`src/rtl/fpu_mant_mult_pkg.sv`:
```
// -----------------------------------------------------------------------------
// fpu_mant_mult_pkg
// Shared definitions for the FPU mantissa multiplier slice:
//   FP_EXP_W / FP_FRAC_W / FP_SIG_W : IEEE-754 single field widths
//   fmul_state_e                    : multiplier FSM states
// -----------------------------------------------------------------------------
package fpu_mant_mult_pkg;

    localparam int unsigned FP_EXP_W  = 8;
    localparam int unsigned FP_FRAC_W = 23;
    localparam int unsigned FP_SIG_W  = 24;

    typedef enum logic [1:0] {
        FMUL_IDLE = 2'd0,
        FMUL_BUSY = 2'd1,
        FMUL_DONE = 2'd2
    } fmul_state_e;

endpackage

```
`src/rtl/fpu_mant_mult_sig_extract.sv`:
```
// -----------------------------------------------------------------------------
// fpu_sig_extract
// Combinational IEEE-754 single -> significand with hidden bit.
// Zero and denormal operands (exponent == 0) get a hidden bit of 0.
// Ports:
//   op_i  [31:0]        IEEE single operand
//   sig_o [FP_SIG_W-1:0] {hidden, fraction}
// -----------------------------------------------------------------------------
module fpu_sig_extract
    import fpu_mant_mult_pkg::*;
(
    input  logic [31:0]          op_i,
    output logic [FP_SIG_W-1:0]  sig_o
);

    logic [FP_EXP_W-1:0]  exp_w;
    logic [FP_FRAC_W-1:0] frac_w;

    always_comb begin
        exp_w  = op_i[FP_FRAC_W +: FP_EXP_W];
        frac_w = op_i[FP_FRAC_W-1:0];
        sig_o  = {(exp_w != '0), frac_w};
    end

endmodule

```
`src/rtl/fpu_mant_mult.sv`:
```
// -----------------------------------------------------------------------------
// fpu_mant_mult
// Iterative unsigned MANT_W x MANT_W significand multiplier, retiring
// RADIX_BITS multiplier bits per clock. Start/busy/valid handshake.
// Ports:
//   clk          clock, rising edge
//   rst          asynchronous active-low reset
//   start        request, accepted only in IDLE or DONE
//   flush        abort; forces IDLE, wins over start
//   opa, opb     IEEE single operands (sampled on the accepting edge)
//   mult_result  2*MANT_W-bit product, updated on entry to DONE
//   busy         high while iterating
//   valid        one-cycle pulse when mult_result is new
// Optional build macro:
//   FPU_MULT_EARLY_OUT_EN : a zero latched significand skips straight to DONE
// -----------------------------------------------------------------------------
module fpu_mant_mult
    import fpu_mant_mult_pkg::*;
#(
    parameter int unsigned MANT_W     = 24,
    parameter int unsigned RADIX_BITS = 2
)
(
    input  logic                  clk,
    input  logic                  rst,
    input  logic                  start,
    input  logic                  flush,
    input  logic [31:0]           opa,
    input  logic [31:0]           opb,
    output logic [2*MANT_W-1:0]   mult_result,
    output logic                  busy,
    output logic                  valid
);

    localparam int unsigned N     = MANT_W / RADIX_BITS;
    localparam int unsigned CNT_W = (N > 1) ? $clog2(N) : 1;
    localparam int unsigned PW    = 2 * MANT_W;

    fmul_state_e          state_q;
    logic [PW-1:0]        mcand_q;     // multiplicand, pre-shifted to the current digit weight
    logic [MANT_W-1:0]    mplier_q;
    logic [PW-1:0]        acc_q;
    logic [CNT_W-1:0]     cnt_q;
    logic [PW-1:0]        result_q;
    logic                 busy_q;
    logic                 valid_q;

    logic [FP_SIG_W-1:0]  sig_a;
    logic [FP_SIG_W-1:0]  sig_b;
    logic [PW-1:0]        pp;
    logic [PW-1:0]        acc_d;
    logic                 early_out;

    fpu_sig_extract u_sig_a (.op_i(opa), .sig_o(sig_a));
    fpu_sig_extract u_sig_b (.op_i(opb), .sig_o(sig_b));

    // Shifting mcand left each step replaces the explicit << RADIX_BITS*step.
    always_comb begin
        pp    = mcand_q * PW'(mplier_q[RADIX_BITS-1:0]);
        acc_d = acc_q + pp;
`ifdef FPU_MULT_EARLY_OUT_EN
        early_out = (sig_a == '0) || (sig_b == '0);
`else
        early_out = 1'b0;
`endif
    end

    always_ff @(posedge clk or negedge rst) begin
        if (!rst) begin
            state_q  <= FMUL_IDLE;
            mcand_q  <= '0;
            mplier_q <= '0;
            acc_q    <= '0;
            cnt_q    <= '0;
            result_q <= '0;
            busy_q   <= 1'b0;
            valid_q  <= 1'b0;
        end else if (flush) begin
            state_q <= FMUL_IDLE;
            busy_q  <= 1'b0;
            valid_q <= 1'b0;
        end else begin
            case (state_q)
                FMUL_IDLE, FMUL_DONE: begin
                    if (start) begin
                        mcand_q  <= PW'(sig_a);
                        mplier_q <= MANT_W'(sig_b);
                        acc_q    <= '0;
                        cnt_q    <= CNT_W'(N - 1);
                        if (early_out) begin
                            result_q <= '0;
                            state_q  <= FMUL_DONE;
                            busy_q   <= 1'b0;
                            valid_q  <= 1'b1;
                        end else begin
                            state_q  <= FMUL_BUSY;
                            busy_q   <= 1'b1;
                            valid_q  <= 1'b0;
                        end
                    end else begin
                        state_q <= FMUL_IDLE;
                        busy_q  <= 1'b0;
                        valid_q <= 1'b0;
                    end
                end
                FMUL_BUSY: begin
                    acc_q    <= acc_d;
                    mcand_q  <= mcand_q << RADIX_BITS;
                    mplier_q <= mplier_q >> RADIX_BITS;
                    if (cnt_q == '0) begin
                        result_q <= acc_d;
                        state_q  <= FMUL_DONE;
                        busy_q   <= 1'b0;
                        valid_q  <= 1'b1;
                    end else begin
                        cnt_q <= cnt_q - CNT_W'(1);
                    end
                end
                default: begin
                    state_q <= FMUL_IDLE;
                    busy_q  <= 1'b0;
                    valid_q <= 1'b0;
                end
            endcase
        end
    end

    assign mult_result = result_q;
    assign busy        = busy_q;
    assign valid       = valid_q;

endmodule

```
`config.mk`:
```
export PLATFORM = sky130hd
export DESIGN_NAME = fpu_mant_mult
export DESIGN_NICKNAME = d
export VERILOG_FILES = /design/src/rtl/fpu_mant_mult_pkg.sv /design/src/rtl/fpu_mant_mult_sig_extract.sv /design/src/rtl/fpu_mant_mult.sv
export SDC_FILE = /design/constraint.sdc
export NUM_CORES = 1
export LEC_CHECK = 0
export CORE_AREA = 3 3 143 145
export DETAILED_ROUTE_END_ITERATION = 8
export DIE_AREA = 0 0 146 148
export PLACE_DENSITY = 0.87
export SKIP_CTS_REPAIR_TIMING = 1
export SLEW_MARGIN = 10
export SYNTH_ARGS = -nofsm -noshare
export SYNTH_HDL_FRONTEND = slang
export SYNTH_HIERARCHICAL = 1
export SYNTH_SLANG_ARGS = --single-unit
```
`constraint.sdc`:
```
create_clock -name clk -period 6.91 [get_ports clk]
set_clock_uncertainty 0.15 [all_clocks]
set_input_delay 1.382 -clock clk [delete_from_list [all_inputs] [get_ports clk]]
set_output_delay 1.382 -clock clk [all_outputs]
set_load 0.005 [all_outputs]
```
==> results summary <==
The flow ran to the end, and the final reports show no timing, DRC or antenna violations. After Yosys synthesis, and, or, nand and nor cells account for between 10% and 20% of the synthesized area. The area of all placed cells without fillers is 13590 sq um. The number of synthesized flops with an enable pin came out at 0. The via count of the first global-routing pass is 9875. In this run the most critical hold path is launched from mult_result[22]. The path depth of the worst reg2reg path came out at 12. The cell at the slowest stage of the critical path is sky130_fd_sc_hd__dfrtp_2. The remaining design rule violation count came out at 0. Averaged over all synthesized cells, the footprint is 8.916 sq um.

The worst hold-check slack is 0.3246 ns. The post-route netlist has 6.061% of its cells at a drive strength greater than 1. The delay contributed by the slowest stage of the critical path is a little over 1 ns. The detail-routed net length per standard cell is 17.65 um. The core footprint is roughly 19000 sq um. Setup violations remaining at the end of the flow were counted as 0. The vias after detailed routing came out at 9764. The sequential area share after synthesis came out at 36.44%. The kind of path behind the tightest hold check is reg -> reg. The final critical path takes up a little over two thirds of the cycle. The dominant cell type by count on the critical path is sky130_fd_sc_hd__nand2_1. The area share of fa/ha/maj cells after synthesis is 12.93%. The number of DRC markers in iteration 0 is 886. The total number of nets in the final design is 1537. The worst hold path terminates at mult_result[22].

After synthesis the netlist holds a flip-flop and latch count of 175. The longest clock path from root to sink contains 2 buffers. The global-route total usage across every layer is 27.72%. The chip width is 146 um. Entering global routing, the biggest net connects 62 pins. The share of synthesized registers carrying an async set or reset is 100.0%. The largest driver fanout on the critical path came out at 48. Timing would allow up to approximately 0.21 GHz. The clock tree from TritonCTS is built. The finished layout holds 1651 standard cells, fillers aside. The share of the synthesized area in the top cell type is 36.44%. The wire-length estimate of the detail-placed layout is around 21 mm. The number of cells on the worst hold path is 2.

The filler cell count is around 1.5k. The global-route wire length before repair is 49.17 mm. The data required time at the worst endpoint came out at 7.09 ns. The net count after synthesis came out at ~1.5k.

The number of endpoints with negative hold slack in the final report came out at 0. The number of nets with antenna violations after routing is 0. The final layout contains routed wiring with a total length of 29.15 mm. Clock tree synthesis selected as its root buffer the cell sky130_fd_sc_hd__clkbuf_16. The overall overflow remaining after global route came out at 0. Yosys printed 6 warnings.

The final antenna diode count came out at 0. The number of port buffers came out at 115. The number of placed instances, taps included, is 1619. Summed over all instances, the cell type with the most area after synthesis is sky130_fd_sc_hd__dfrtp_1. The worst register-to-register path begins at mplier_q[1]. The worst setup path is launched from a flip-flop. Setup repair after global routing left no endpoint under its margin. The I/O pin total came out at 118. The relative slew slack is between 20% and 30%. The most used flip-flop cell after synthesis is sky130_fd_sc_hd__dfrtp_1. The floorplan die area came out at around 22000 sq um.

The worst setup path is captured at a flip-flop. The post-synthesis instance area is 12020 sq um. The max-capacitance violation count is 0. The endpoint identified for the worst register-to-register timing path is acc_q[44].

Setup total negative slack on the finished layout was measured at 0 ns. The synthesis-to-layout area growth came out at 13.06%. The number of standard cells after synthesis came out at approximately 1.3k. STA puts the critical path data arrival time at 5.00 ns. The initial core utilization came out at between 60% and 70%. The later-pin clock latency in the skew report came out at 0.44 ns. The xor/xnor cell area share of the yosys netlist is between 2 and 2.5%. The critical path goes through nand2_1, fa_1, inv_1, ha_1, nand2_1, nor4_2, nand3_1, o21bai_2, o211ai_2, a2111oi_1, o21ai_0, a32o_2.

By area the synthesized netlist is led by sky130_fd_sc_hd__dfrtp_1, sky130_fd_sc_hd__fa_1, sky130_fd_sc_hd__nand2_1, sky130_fd_sc_hd__ha_1, sky130_fd_sc_hd__inv_1. The first-pass iteration count of the detailed router is 6. The critical path is of the reg -> reg type. The power density normalized to cell area is 275.2 nW/um^2. The actual slew at the worst max-slew pin came out at about 1.2 ns. Across all register-to-register paths, the minimum setup slack is 2.09 ns. The H-tree was split into 4 levels. The number of max-slew violations in the final report came out at 0. The weighted congestion at the end of routability-driven global placement came out at roughly 0.9. In the routed layout, each cell is associated on average with a via count of 5.914. The clock-pin transition on the worst setup and hold timing paths came out at 0.08 ns.

By area, the combinational part of the netlist is dominated by compound AO/OA/AOI/OAI gates. Summing all placed instances gives a cell area of 12960 sq um. CTS saw 175 sinks. The multiplexer area fraction after synthesis is 5.257%. The leakage power summed over all cells came out at 6.628 nW. The time the final worst path needs with I/O delays and setup is 4.816 ns. The maximum vdd drop is roughly 180 uV. The number of antenna violations at the first check in global routing is 0.

Counting distinct cell types in the post-synthesis netlist gives 74. Row generation in the floorplan step produced 51 rows. The die outline height is 148 um.

The total CTS buffers is 17. The synthesized-area fraction occupied by ao, oa, aoi and oai cells is about a fifth.
==> critical path, delay by kind of cell (launching register included) <==
family	cells	cell delay, ns
AO/OA/AOI/OAI	5	1.67
flip-flops	1	1.01
adder cells (fa/ha/maj)	2	0.95
AND/OR/NAND/NOR	4	0.86
buffers and inverters	1	0.05
==> state kept, by name (all words and copies together), names as in the netlist <==
name and flops:
mult_result 48, state_q 2, cnt_q 4, acc_q 48
valid 1, mplier_q 24, mcand_q 48
==> worst max path at each step <==
| stage | from | end | slack (ns) | cells past startpoint |
|---|---|---|---|---|
| 6_report | mplier_q[1] | acc_q[44] | 2.09 | 12 |
| 5_1_grt | mplier_q[1] | acc_q[44] | 1.88 | 12 |
| 4_1_cts | mplier_q[1] | acc_q[44] | 2.20 | 12 |
| 3_5_place_dp | flush | mult_result[45] | 2.26 | 10 |
| 3_3_place_gp | flush | mult_result[45] | 2.33 | 10 |
| 2_1_floorplan | mplier_q[1] | acc_q[44] | 3.01 | 15 |
==> report_power, final <==
part           switching, W  internal [W]  leakage [nW]
clock              0.000461      0.000594         0.309
sequential         0.000186       0.00118          2.34
combinational      0.000801      0.000513          3.98
total               0.00145       0.00229          6.63
==> metrics by stage <==
| stage | util (%) | total power (W) | worst slack, ns |
|---|---|---|---|
| 3_5_place_dp | 67.02 | 0.002675 | 2.262 |
| 6_report | 70.28 | 0.003740 | 2.094 |
| 5_1_grt | 70.28 | 0.003981 | 1.879 |
| 3_3_place_gp | 67.02 | 0.002626 | 2.332 |
| 2_1_floorplan | - | 0.002321 | 3.009 |
| 4_1_cts | 70.28 | 0.003741 | 2.201 |
==> final cells by class <==
type	instances	area, sq um	share of cell area, %
Sequential cell	175	4382	32.24
Inverter	151	566.8	4.171
Clock buffer	19	442.9	3.259
Tap cell	265	331.6	2.440
Multi-Input combinational cell	905	6466	47.58
Clock inverter	13	187.7	1.381
Timing Repair Buffer	123	1212	8.922
==> cell families (layout without fill, tap and decap cells) <==
kind of cell / Yosys count / after routing
simple gates: 392 / 392
compound gates: 322 / 322
buf+inv: 268 / 306
flops: 175 / 175
fa+ha+maj: 96 / 96
mux: 61 / 61
xor+xnor: 34 / 34
==> cells in the final DEF (no fill, tap or decap), types with 22 or more instances in the layout <==
| cell type | n |
|---|---|
| sky130_fd_sc_hd__a21oi_1 | 65 |
| sky130_fd_sc_hd__a22o_1 | 61 |
| sky130_fd_sc_hd__clkdlybuf4s50_1 | 114 |
| sky130_fd_sc_hd__dfrtp_1 | 173 |
| sky130_fd_sc_hd__fa_1 | 47 |
| sky130_fd_sc_hd__ha_1 | 49 |
| sky130_fd_sc_hd__inv_1 | 150 |
| sky130_fd_sc_hd__mux2i_1 | 44 |
| sky130_fd_sc_hd__nand2_1 | 243 |
| sky130_fd_sc_hd__nor2_1 | 41 |
| sky130_fd_sc_hd__o21ai_0 | 77 |
| sky130_fd_sc_hd__xnor2_1 | 22 |
==> routing by layer <==
layer	vias up	part of all wire (%)	routed length [um]	global-route usage [%]
li1	4589	-	-	-
met1	4794	44	12930	38.18
met2	345	48	14000	45.82
met3	36	6.2	1794	5.395
met4	0	1.5	429	6.914
met5	-	0	0	0
==> cell usage after synthesis (8+ instances only) <==
library cell               count
sky130_fd_sc_hd__a21o_1       16
sky130_fd_sc_hd__a21oi_1      65
sky130_fd_sc_hd__a22o_1       61
sky130_fd_sc_hd__and2_1       17
sky130_fd_sc_hd__buf_4        46
sky130_fd_sc_hd__clkbuf_1     61
sky130_fd_sc_hd__dfrtp_1     175
sky130_fd_sc_hd__fa_1         47
sky130_fd_sc_hd__ha_1         49
sky130_fd_sc_hd__inv_1       150
sky130_fd_sc_hd__mux2_2       17
sky130_fd_sc_hd__mux2i_1      44
sky130_fd_sc_hd__nand2_1     243
sky130_fd_sc_hd__nand3_1      15
sky130_fd_sc_hd__nand4_1      21
sky130_fd_sc_hd__nor2_1       43
sky130_fd_sc_hd__nor2b_1       9
sky130_fd_sc_hd__nor3_1       12
sky130_fd_sc_hd__o21a_1       13
sky130_fd_sc_hd__o21ai_0      77
sky130_fd_sc_hd__o21bai_1     11
sky130_fd_sc_hd__o31ai_1       9
sky130_fd_sc_hd__or3_1         8
sky130_fd_sc_hd__xnor2_1      22
sky130_fd_sc_hd__xor2_1       12
No activity file was read; power rests on OpenSTA's default activity.
